[src/rtl/ate_pkg.sv]
// Shared image geometry and scheduler FSM encoding for the ATE block scheduler.
package ate_pkg;
  localparam int ATE_IMG_W = 48;
  localparam int ATE_IMG_H = 32;
  localparam int ATE_BLK   = 8;

  function automatic int ate_bpr(input int img_w, input int blk);
    return img_w / blk;
  endfunction

  localparam int ATE_BPR = ate_bpr(ATE_IMG_W, ATE_BLK);

  typedef enum logic [1:0] {
    ST_IDLE  = 2'd0,
    ST_RUN   = 2'd1,
    ST_DRAIN = 2'd2
  } sched_state_t;
endpackage

[src/rtl/ate_tag_fifo.sv]
// Two-entry output buffer holding pixel data plus block tags; push and pop may coincide.
module ate_tag_fifo #(
  parameter int W = 16
) (
  input  logic         clk,
  input  logic         reset,
  input  logic         push,
  input  logic [W-1:0] push_data,
  input  logic         pop,
  output logic [W-1:0] head,
  output logic [1:0]   count
);
  logic [W-1:0] mem [2];
  logic         wr_ptr_reg;
  logic         rd_ptr_reg;
  logic [1:0]   count_reg;

  always_ff @(posedge clk) begin
    if (push) mem[wr_ptr_reg] <= push_data;
  end

  always_ff @(posedge clk or negedge reset) begin
    if (!reset) begin
      wr_ptr_reg <= 1'b0;
      rd_ptr_reg <= 1'b0;
      count_reg  <= 2'd0;
    end else begin
      if (push) wr_ptr_reg <= ~wr_ptr_reg;
      if (pop)  rd_ptr_reg <= ~rd_ptr_reg;
      count_reg <= count_reg + {1'b0, push} - {1'b0, pop};
    end
  end

  assign head  = mem[rd_ptr_reg];
  assign count = count_reg;
endmodule

[src/rtl/ate_blk_sched.sv]
// Reads an image ROM in block order (blocks row-major, pixels row-major within a block)
// and streams pixels with block tags over a valid/ready handshake; border blocks read as zero.
module ate_blk_sched
  import ate_pkg::*;
#(
  parameter int IMG_W = ATE_IMG_W,
  parameter int IMG_H = ATE_IMG_H,
  parameter int BLK   = ATE_BLK
) (
  input  logic        clk,
  input  logic        reset,
  input  logic        start,
  output logic        rom_rd,
  output logic [10:0] rom_addr,
  input  logic [7:0]  rom_q,
  output logic        pix_valid,
  input  logic        pix_ready,
  output logic [7:0]  pix_data,
  output logic        blk_first,
  output logic        blk_last,
  output logic        blk_border,
  output logic [4:0]  blk_idx,
  output logic        busy,
  output logic        done
);
  localparam int BPR = ate_bpr(IMG_W, BLK);
  localparam int BPC = IMG_H / BLK;
  localparam int PW  = $clog2(BLK);
  localparam int CW  = $clog2(BPR);
  localparam int RW  = $clog2(BPC);
  localparam int TW  = 16;
  // Address deltas when a pixel row, a block, or a block row wraps.
  localparam int ROW_STEP = IMG_W - BLK + 1;
  localparam int BLK_STEP = 1 - (BLK - 1) * IMG_W;

  sched_state_t  state_reg;
  logic [PW-1:0] pcol_reg, prow_reg;
  logic [CW-1:0] bcol_reg;
  logic [RW-1:0] brow_reg;
  logic [10:0]   addr_reg;
  logic [4:0]    idx_reg;
  logic          inflight_reg;
  logic [7:0]    tag_reg;
  logic          busy_reg, done_reg;

  logic          pop, last_pix, cur_first, cur_last, cur_border;
  logic [2:0]    occ;
  logic [1:0]    fifo_count;
  logic [TW-1:0] fifo_head, push_data;

  assign cur_first  = (pcol_reg == '0) && (prow_reg == '0);
  assign cur_last   = (pcol_reg == PW'(BLK - 1)) && (prow_reg == PW'(BLK - 1));
  assign cur_border = (bcol_reg == '0) || (bcol_reg == CW'(BPR - 1));
  assign last_pix   = cur_last && (bcol_reg == CW'(BPR - 1)) && (brow_reg == RW'(BPC - 1));

  assign pix_valid = (fifo_count != 2'd0);
  assign pop       = pix_valid && pix_ready;
  // Occupancy after this cycle's pop plus the read whose data is on rom_q now.
  assign occ       = {1'b0, fifo_count} + {2'b0, inflight_reg} - {2'b0, pop};
  assign rom_rd    = (state_reg == ST_RUN) && (occ < 3'd2);
  assign rom_addr  = addr_reg;

  assign push_data = {(tag_reg[5] ? 8'h00 : rom_q), tag_reg};

  ate_tag_fifo #(.W(TW)) u_fifo (
    .clk       (clk),
    .reset     (reset),
    .push      (inflight_reg),
    .push_data (push_data),
    .pop       (pop),
    .head      (fifo_head),
    .count     (fifo_count)
  );

  assign {pix_data, blk_first, blk_last, blk_border, blk_idx} = pix_valid ? fifo_head : '0;
  assign busy = busy_reg;
  assign done = done_reg;

  always_ff @(posedge clk or negedge reset) begin
    if (!reset) begin
      state_reg    <= ST_IDLE;
      pcol_reg     <= '0;
      prow_reg     <= '0;
      bcol_reg     <= '0;
      brow_reg     <= '0;
      addr_reg     <= '0;
      idx_reg      <= '0;
      inflight_reg <= 1'b0;
      tag_reg      <= '0;
      busy_reg     <= 1'b0;
      done_reg     <= 1'b0;
    end else begin
      done_reg     <= 1'b0;
      inflight_reg <= rom_rd;
      if (rom_rd) begin
        tag_reg <= {cur_first, cur_last, cur_border, idx_reg};
        if (pcol_reg != PW'(BLK - 1)) begin
          pcol_reg <= pcol_reg + 1'b1;
          addr_reg <= addr_reg + 11'd1;
        end else begin
          pcol_reg <= '0;
          if (prow_reg != PW'(BLK - 1)) begin
            prow_reg <= prow_reg + 1'b1;
            addr_reg <= addr_reg + 11'(ROW_STEP);
          end else begin
            prow_reg <= '0;
            if (bcol_reg != CW'(BPR - 1)) begin
              bcol_reg <= bcol_reg + 1'b1;
              idx_reg  <= idx_reg + 5'd1;
              addr_reg <= addr_reg + 11'(BLK_STEP);
            end else begin
              bcol_reg <= '0;
              if (brow_reg != RW'(BPC - 1)) begin
                brow_reg <= brow_reg + 1'b1;
                idx_reg  <= idx_reg + 5'd1;
                addr_reg <= addr_reg + 11'd1;
              end else begin
                brow_reg <= '0;
                idx_reg  <= '0;
                addr_reg <= '0;
              end
            end
          end
        end
      end
      case (state_reg)
        ST_IDLE: begin
          // busy stays up through the done cycle, which also masks a coincident start.
          if (done_reg) busy_reg <= 1'b0;
          if (start && !busy_reg) begin
            state_reg <= ST_RUN;
            busy_reg  <= 1'b1;
          end
        end
        ST_RUN: begin
          if (rom_rd && last_pix) state_reg <= ST_DRAIN;
        end
        ST_DRAIN: begin
          if (!inflight_reg && fifo_count == 2'd1 && pop) begin
            state_reg <= ST_IDLE;
            done_reg  <= 1'b1;
          end
        end
        default: state_reg <= ST_IDLE;
      endcase
    end
  end
endmodule

[config.mk]
export PLATFORM = sky130hd
export DESIGN_NAME = ate_blk_sched
export DESIGN_NICKNAME = d
export VERILOG_FILES = /design/src/rtl/ate_pkg.sv /design/src/rtl/ate_tag_fifo.sv /design/src/rtl/ate_blk_sched.sv
export SDC_FILE = /design/constraint.sdc
export NUM_CORES = 1
export LEC_CHECK = 0
export CAP_MARGIN = 20
export CORE_ASPECT_RATIO = 2
export CORE_UTILIZATION = 40
export DETAILED_ROUTE_END_ITERATION = 8
export GPL_TIMING_DRIVEN = 0
export PLACE_DENSITY = 0.71
export SLEW_MARGIN = 20
export SYNTH_ARGS = -nofsm -noshare
export SYNTH_HDL_FRONTEND = slang
export SYNTH_HIERARCHICAL = 1
export SYNTH_SLANG_ARGS = --single-unit
[constraint.sdc]
create_clock -name clk -period 4 [get_ports clk]
set_input_delay 0.4 -clock clk [delete_from_list [all_inputs] [get_ports clk]]
set_output_delay 0.4 -clock clk [all_outputs]
set_load 0.02 [all_outputs]
==> reports/metrics.cfg, run 1 <==
[clocking]
cts_tree = built
clock-sinks = 76
numCtsBuffers = 9
path_clk_slew_ns = 0.05
cts_root_buffer = clkbuf_16
insertion_delay_ns = 0.33
clock_path_buffers = 2
htree_levels = 3

[timing]
drv_slew = 0
fmax_ghz = 0.268
fin_hold_ws_ns = 0.471
min_period_ns = 3.73
finalSetupViolations = 0
min_period_over_period_pct = 93.3
worst-slew-pin-transition_ns = 0.863
finClkSkew_ns = 0.00364
hold_viol = 0
grt_setup_unrepaired = false
relSlewSlack_pct = 42.2

[cells_and_area]
fin_nets = 463
final_cells = 578
n_antenna_cell = 0
syn2layout_area_growth_pct = 23.5
largest_register_ffs = 32
layout-drive-gt1-share_pct = 14.4
fin_util_pct = 50.6

[floorplanning]
die_height_um = 145
dieArea_sq_um = 10700
die_w_um = 73.6
fp-row-count = 52
core-area_sq_um = 10000
ios = 43
start_util_pct = 40.9

[detailed_routing]
wl_um = 9390
drc_errors = 0
num_vias = 3085
drtAntennaViolNets = 0
via_per_inst = 5.34
drt_iter0_markers = 177
first_pass_iters = 5
wl_per_cell_um = 16.3

[yosys]
postSynthAreaPerCell_sq_um = 10.7
synth_ff_type = dfrtp_1
synth_nets = 408
synthArstFlopShare_pct = 57.9
synth-seq-cells = 76
postSynthCellCount = 383
synth_edf_count = 32
synth_area_sq_um = 4100
ys_types = 63
yosysWarnings = 6
ys_seq_area_share_pct = 50.3

[grt]
antenna_found_initial = 0
track_usage_pct = 19.3
grt_pass1_vias = 3106
grt_max_degree = 30
grt.overflow.total = 0
grt_pass1_wl_um = 15300

[place]
place_congestion = 0.958
dp_cells = 561
detailed_place_hpwl_um = 7040
io_buffers = 42

[pwr]
power_density_nw_per_um2 = 707
leakagePower_nw = 2.10
power_mw = 3.58
ir_drop_uv = 389

[setup_path]
path_class = reg2out
reg2reg_from = u_fifo/count[1]
rr_worst_depth = 13
arrival_ns = 3.33
start_kind = flip-flop
r2r-end = rom_addr[3]
crit_required_ns = 3.60
max_stage_delay_ns = 0.47
cp_max_fo = 16
critical_path.slowest_cell = dfrtp_2
critPathBufInv = 3
r2r_setup_slack_ns = 0.64
crit_family = buffers and inverters
crit_path_end_kind = primary output
crit_chain = nor2_4 -> clkbuf_2 -> nor2b_2 -> ha_1 -> nand2b_1 -> fa_1 -> xnor2_2 -> nand4b_4 -> inv_2 -> dlygate4sd2_1

[min_path]
min_path_cells = 0
holdCritPathClass = reg2reg
worstHoldEndpoint = u_fifo/mem[1][7]
hold_start = tag_reg[7]

[run_status]
outcome = completed

[job]
maxCapViolations = 0

kinds of logic after synthesis:
| kind of cell | Yosys count | share of synthesized area, % |
|---|---|---|
| xor gates and xnor gates | 18 | 4.21 |
| DFF | 76 | 50.3 |
| buffers and inverters | 35 | 4.39 |
| and+or+nand+nor | 143 | 18.3 |
| muxes | 21 | 6.56 |
| AOI/OAI and AO/OA | 77 | 12.1 |
| adders and majority gates | 13 | 4.15 |
worst max-delay path by stage:
stage / from / endpoint / cells after the start
floorplan: u_fifo/count[1] / rom_rd / 10
global placement: u_fifo/count[1] / rom_rd / 11
global route: u_fifo/count[1] / rom_rd / 10
finish: u_fifo/count[1] / rom_rd / 10
detailed placement: u_fifo/count[1] / rom_rd / 11
CTS: u_fifo/count[1] / rom_rd / 11
cell type report:
class                   count  area [sq um]
fillers                   945          4950
flip-flops and latches     76          2060
multi-input cells         272          1890
repair buffers             45           452
clock buffers              12           246
well taps                 135           169
plain buffers              22           131
clock inverters             4          72.6
inverters                  12          45.0
stage by stage:
step	TNS (ns)	area, sq um	setup slack (ns)
after floorplan	0	4100	0.723
after global placement	-0.678	4690	-0.678
after detailed placement	-0.825	4710	-0.726
after CTS	0	5070	0.0541
after global routing	0	5070	0.0447
final	0	5070	0.268
worst register-to-register path, delay by kind of cell, from the launching register on:
kind / cells / cell delay [ns]
AO/OA/AOI/OAI: 3 / 0.37
AND/OR/NAND/NOR: 4 / 0.63
buffers and inverters: 3 / 0.83
adder cells (fa/ha/maj): 2 / 0.70
flip-flops: 1 / 0.47
XOR/XNOR: 1 / 0.24
cells in the mapped netlist (2+ instances only):
cell type,count,area [sq um]
clkbuf_1,8,30.0
nor2b_1,27,169
nor3b_1,3,22.5
edfxtp_1,32,961
or3_1,5,31.3
xor2_1,10,87.6
a211oi_1,2,15.0
nand4_1,3,18.8
buf_6,2,22.5
inv_1,11,41.3
o211ai_1,3,22.5
dfrtp_1,44,1100
a21o_1,2,15.0
and3_1,2,12.5
a311oi_1,2,17.5
o22ai_1,3,18.8
mux2_4,9,135
mux2_2,11,124
o21ai_0,21,105
o32ai_1,2,17.5
o31ai_1,2,15.0
ha_1,12,150
buf_2,11,55.1
nand3_1,9,45.0
nand2b_1,2,12.5
a221oi_1,2,17.5
a21oi_1,20,100
and2_1,3,18.8
nor3_1,11,55.1
a21boi_0,3,22.5
a31oi_1,4,25.0
nand2_1,52,195
nor2_1,13,48.8
xnor2_1,7,61.3
nand3b_1,2,15.0
report_power, final:
| group | leakage (nW) | internal, mW | switching (mW) |
|---|---|---|---|
| Combinational | 1.07 | 0.699 | 0.890 |
| Sequential | 0.879 | 0.999 | 0.137 |
| Clock | 0.155 | 0.563 | 0.295 |
placed cells by master, fill, tap and decap left out, drive strengths merged, types with 3 or more instances in the layout:
| master | n |
|---|---|
| buf | 17 |
| nand3 | 9 |
| mux2 | 20 |
| nand2 | 53 |
| nor3 | 11 |
| dfrtp | 44 |
| nor3b | 3 |
| nand4 | 3 |
| a21boi | 4 |
| a21oi | 20 |
| xor2 | 10 |
| clkdlybuf4s50 | 40 |
| nor2b | 27 |
| o211ai | 3 |
| a31oi | 4 |
| nor2 | 13 |
| ha | 12 |
| and2 | 3 |
| inv | 13 |
| edfxtp | 32 |
| a211oi | 3 |
| o21ai | 21 |
| xnor2 | 7 |
| clkbuf | 20 |
| or3 | 5 |
| o22ai | 3 |
what timing repair did:
| item | CTS | global route |
|---|---|---|
| setup buffers | 1 | 0 |
| hold buffers | 1 | 0 |
| endpoints found under the hold margin | 12 | 0 |
| pin swaps | 1 | 0 |
| resized for setup | 7 | 1 |
| setup endpoints to repair | 5 | 1 |
routing by layer:
layer  share of wire, %  up-vias  track usage [%]  routed length (um)
met5                  0        -                0                   0
met1                 34     1477             19.4                3230
met4                3.9        0             9.81                 367
met2                 57      105             35.8                5380
li1                   -     1479                -                   -
met3                4.5       24             3.61                 421
(Power assumes the default switching activity.)
==> run 2: changes to the inputs <==
==> constraint.sdc (replaced) <==
create_clock -name clk -period 4 [get_ports clk]
set_input_delay 0.4 -clock clk [delete_from_list [all_inputs] [get_ports clk]]
set_output_delay 0.4 -clock clk [all_outputs]
set_load 0.005 [all_outputs]
==> run 2 against run 1 <==
  * Die area did not move
  * First-iteration DRC count up 27%
  * Global-route usage decreased by 0.057 points
  * Design area rose by 0.12%
==> reports/metrics.cfg, run 2 (synthesis gave the netlist of run 1 again) <==
[clocking]
clock_path_buffers = 2  ; unchanged
htree_levels = 3  ; unchanged
clock-sinks = 76  ; unchanged
path_clk_slew_ns = 0.05  ; about the same
numCtsBuffers = 9  ; unchanged
cts_root_buffer = clkbuf_16
insertion_delay_ns = 0.33  ; about the same
cts_tree = built

[pwr]
p_clk_share_pct = 24.8  ; +0.8 points
leakagePower_nw = 2.10  ; -0.21%
seq_power_share_pct = 32.9  ; +1.2 points
ir_drop_uv = 381  ; -2.0%
p_int_mw = 2.27  ; +0.33%
p_switching_mw = 1.18  ; -11%
power_density_nw_per_um2 = 680  ; -3.9%
comb_power_share_pct = 42.2  ; -2.1 points
swShare_pct = 34.2  ; -2.7 points

[detailed_routing]
via_per_inst = 5.37  ; +0.62%
wl_per_cell_um = 16.4  ; +0.79%
drt_iter0_markers = 225  ; +27%
first_pass_iters = 5  ; unchanged
wl_um = 9470  ; +0.79%
num_vias = 3104  ; +0.62%
drtAntennaViolNets = 0  ; unchanged
drc_errors = 0  ; unchanged

[setup_path]
crit_path_end_kind = primary output
start_kind = flip-flop
arrival_ns = 3.40  ; +0.07 ns
reg2reg_from = u_fifo/count[1]
cp_max_fo = 16  ; unchanged
r2r_setup_slack_ns = 0.73  ; +0.09 ns
path_class = reg2out
rr_worst_depth = 13  ; unchanged
r2r-end = rom_addr[3]
crit_required_ns = 3.60  ; about the same

[cells_and_area]
syn2layout_area_growth_pct = 23.7
nFillCells = 946  ; +0.11%
final_common_cell = nand2_1
n_antenna_cell = 0  ; unchanged
multiInputGateArea_sq_um = 1890  ; unchanged
fin_nets = 463  ; unchanged
fin_area_sq_um = 5070  ; +0.12%
final_cells = 578  ; unchanged
mostFrequentLayoutCells = nand2_1 (52), dfrtp_1 (43), clkdlybuf4s50_1 (41)
fin_util_pct = 50.6  ; +0.062 points
regArea_sq_um = 2060  ; unchanged
layout-drive-gt1-share_pct = 14.4  ; unchanged
largest_register_ffs = 32  ; unchanged

[min_path]
hold_start = tag_reg[7]
worstHoldEndpoint = u_fifo/mem[1][7]
min_path_cells = 0  ; unchanged
holdCritPathClass = reg2reg

[grt]
grt.overflow.total = 0  ; unchanged
grt_pass1_wl_um = 15300  ; -0.32%
grt_pass1_vias = 3098  ; -0.26%
grt_max_degree = 30  ; unchanged
antenna_found_initial = 0  ; unchanged
track_usage_pct = 19.2  ; -0.057 points

[timing]
drv_slew = 0  ; unchanged
relSlewSlack_pct = 41.6  ; -0.58 points
hold_viol = 0  ; unchanged
fmax_ghz = 0.263  ; -1.8%
min_period_ns = 3.80  ; +0.0686 ns
worst-slew-pin-transition_ns = 0.871  ; +0.00872 ns
min_period_over_period_pct = 95.0  ; +1.7 points
layout_setup_ws_ns = 0.199  ; -0.0686 ns
finClkSkew_ns = 0.00376  ; +0.000123 ns
tns_ns = 0  ; unchanged
finalSetupViolations = 0  ; unchanged
grt_setup_unrepaired = false

[run_status]
outcome = completed

[floorplanning]
fp-row-count = 52  ; unchanged
ios = 43  ; unchanged
dieArea_sq_um = 10700  ; unchanged
die_w_um = 73.6  ; unchanged
core-area_sq_um = 10000  ; unchanged
start_util_pct = 40.9  ; unchanged
die_height_um = 145  ; unchanged

[job]
maxCapViolations = 0  ; unchanged

[place]
dp_cells = 561  ; unchanged
io_buffers = 42  ; unchanged
pre_cts_slack_ns = -0.624  ; +0.102 ns
detailed_place_hpwl_um = 7040  ; unchanged
dpl_cell_area_sq_um = 4710  ; unchanged
place_congestion = 0.958  ; unchanged

## run 2: power groups by stage
stage | clock network [mW] | registers (mW) | logic, mW
after global placement | 0 | 1.13 | 1.38
after floorplan | 0 | 1.11 | 0.885
final | 0.857 | 1.14 | 1.46
after global routing | 0.905 | 1.16 | 1.60
after CTS | 0.880 | 1.14 | 1.45
after detailed placement | 0 | 1.14 | 1.41
## run 2: area by class of cell
class                   instances  share of cell area [%]
clock buffers                  12                    4.86
repair buffers                 45                    8.93
well taps                     135                    3.33
clock inverters                 4                    1.43
inverters                      12                   0.986
plain buffers                  22                    2.59
flip-flops and latches         76                    40.7
multi-input cells             272                    37.2
## run 2: worst max path at each step
| stage | depth (start not counted) | endpoint | start | slack (ns) |
|---|---|---|---|---|
| 6_report | 10 | rom_rd | u_fifo/count[1] | 0.20 |
| 5_1_grt | 10 | rom_rd | u_fifo/count[1] | 0.008 |
| 4_1_cts | 10 | rom_rd | u_fifo/count[1] | 0.03 |
| 3_5_place_dp | 11 | rom_rd | u_fifo/count[1] | -0.62 |
| 3_3_place_gp | 11 | rom_rd | u_fifo/count[1] | -0.58 |
| 2_1_floorplan | 10 | rom_rd | u_fifo/count[1] | 0.77 |
## run 2: repair_timing
item                                    4_1_cts  5_1_grt
buffers inserted                              1        0
endpoints found under the setup margin        5        1
pin swaps                                     1        0
hold buffers                                  1        0
hold endpoints to repair                     12        0
resized for setup                             7        3
## run 2: layer usage
layer / vias to the layer above / global-route usage (%) / part of all wire [%] / wire length [um]
met4: 0 / 9.90 / 3.8 / 359
met2: 98 / 35.5 / 57 / 5430
met5: - / 0 / 0 / 0
li1: 1483 / - / - / -
met1: 1494 / 19.4 / 34 / 3260
met3: 29 / 3.61 / 4.4 / 419
## run 2: metrics by stage
| stage | total power, mW | hold slack, ns |
|---|---|---|
| floorplan | 1.99 | 0.104 |
| global placement | 2.51 | 0.450 |
| detailed placement | 2.55 | 0.353 |
| CTS | 3.47 | 0.472 |
| global route | 3.66 | 0.488 |
| finish | 3.45 | 0.470 |
## run 2: worst max-delay path: stages (launching register included)
cell and delay (ns):
dfrtp_2 0.48, nor2_4 0.14, clkbuf_2 0.23, nor2b_2 0.09, ha_1 0.29, nand2b_1 0.16
fa_1 0.41, xnor2_2 0.24, nand4b_4 0.27, inv_6 0.23, clkdlybuf4s50_1 0.53
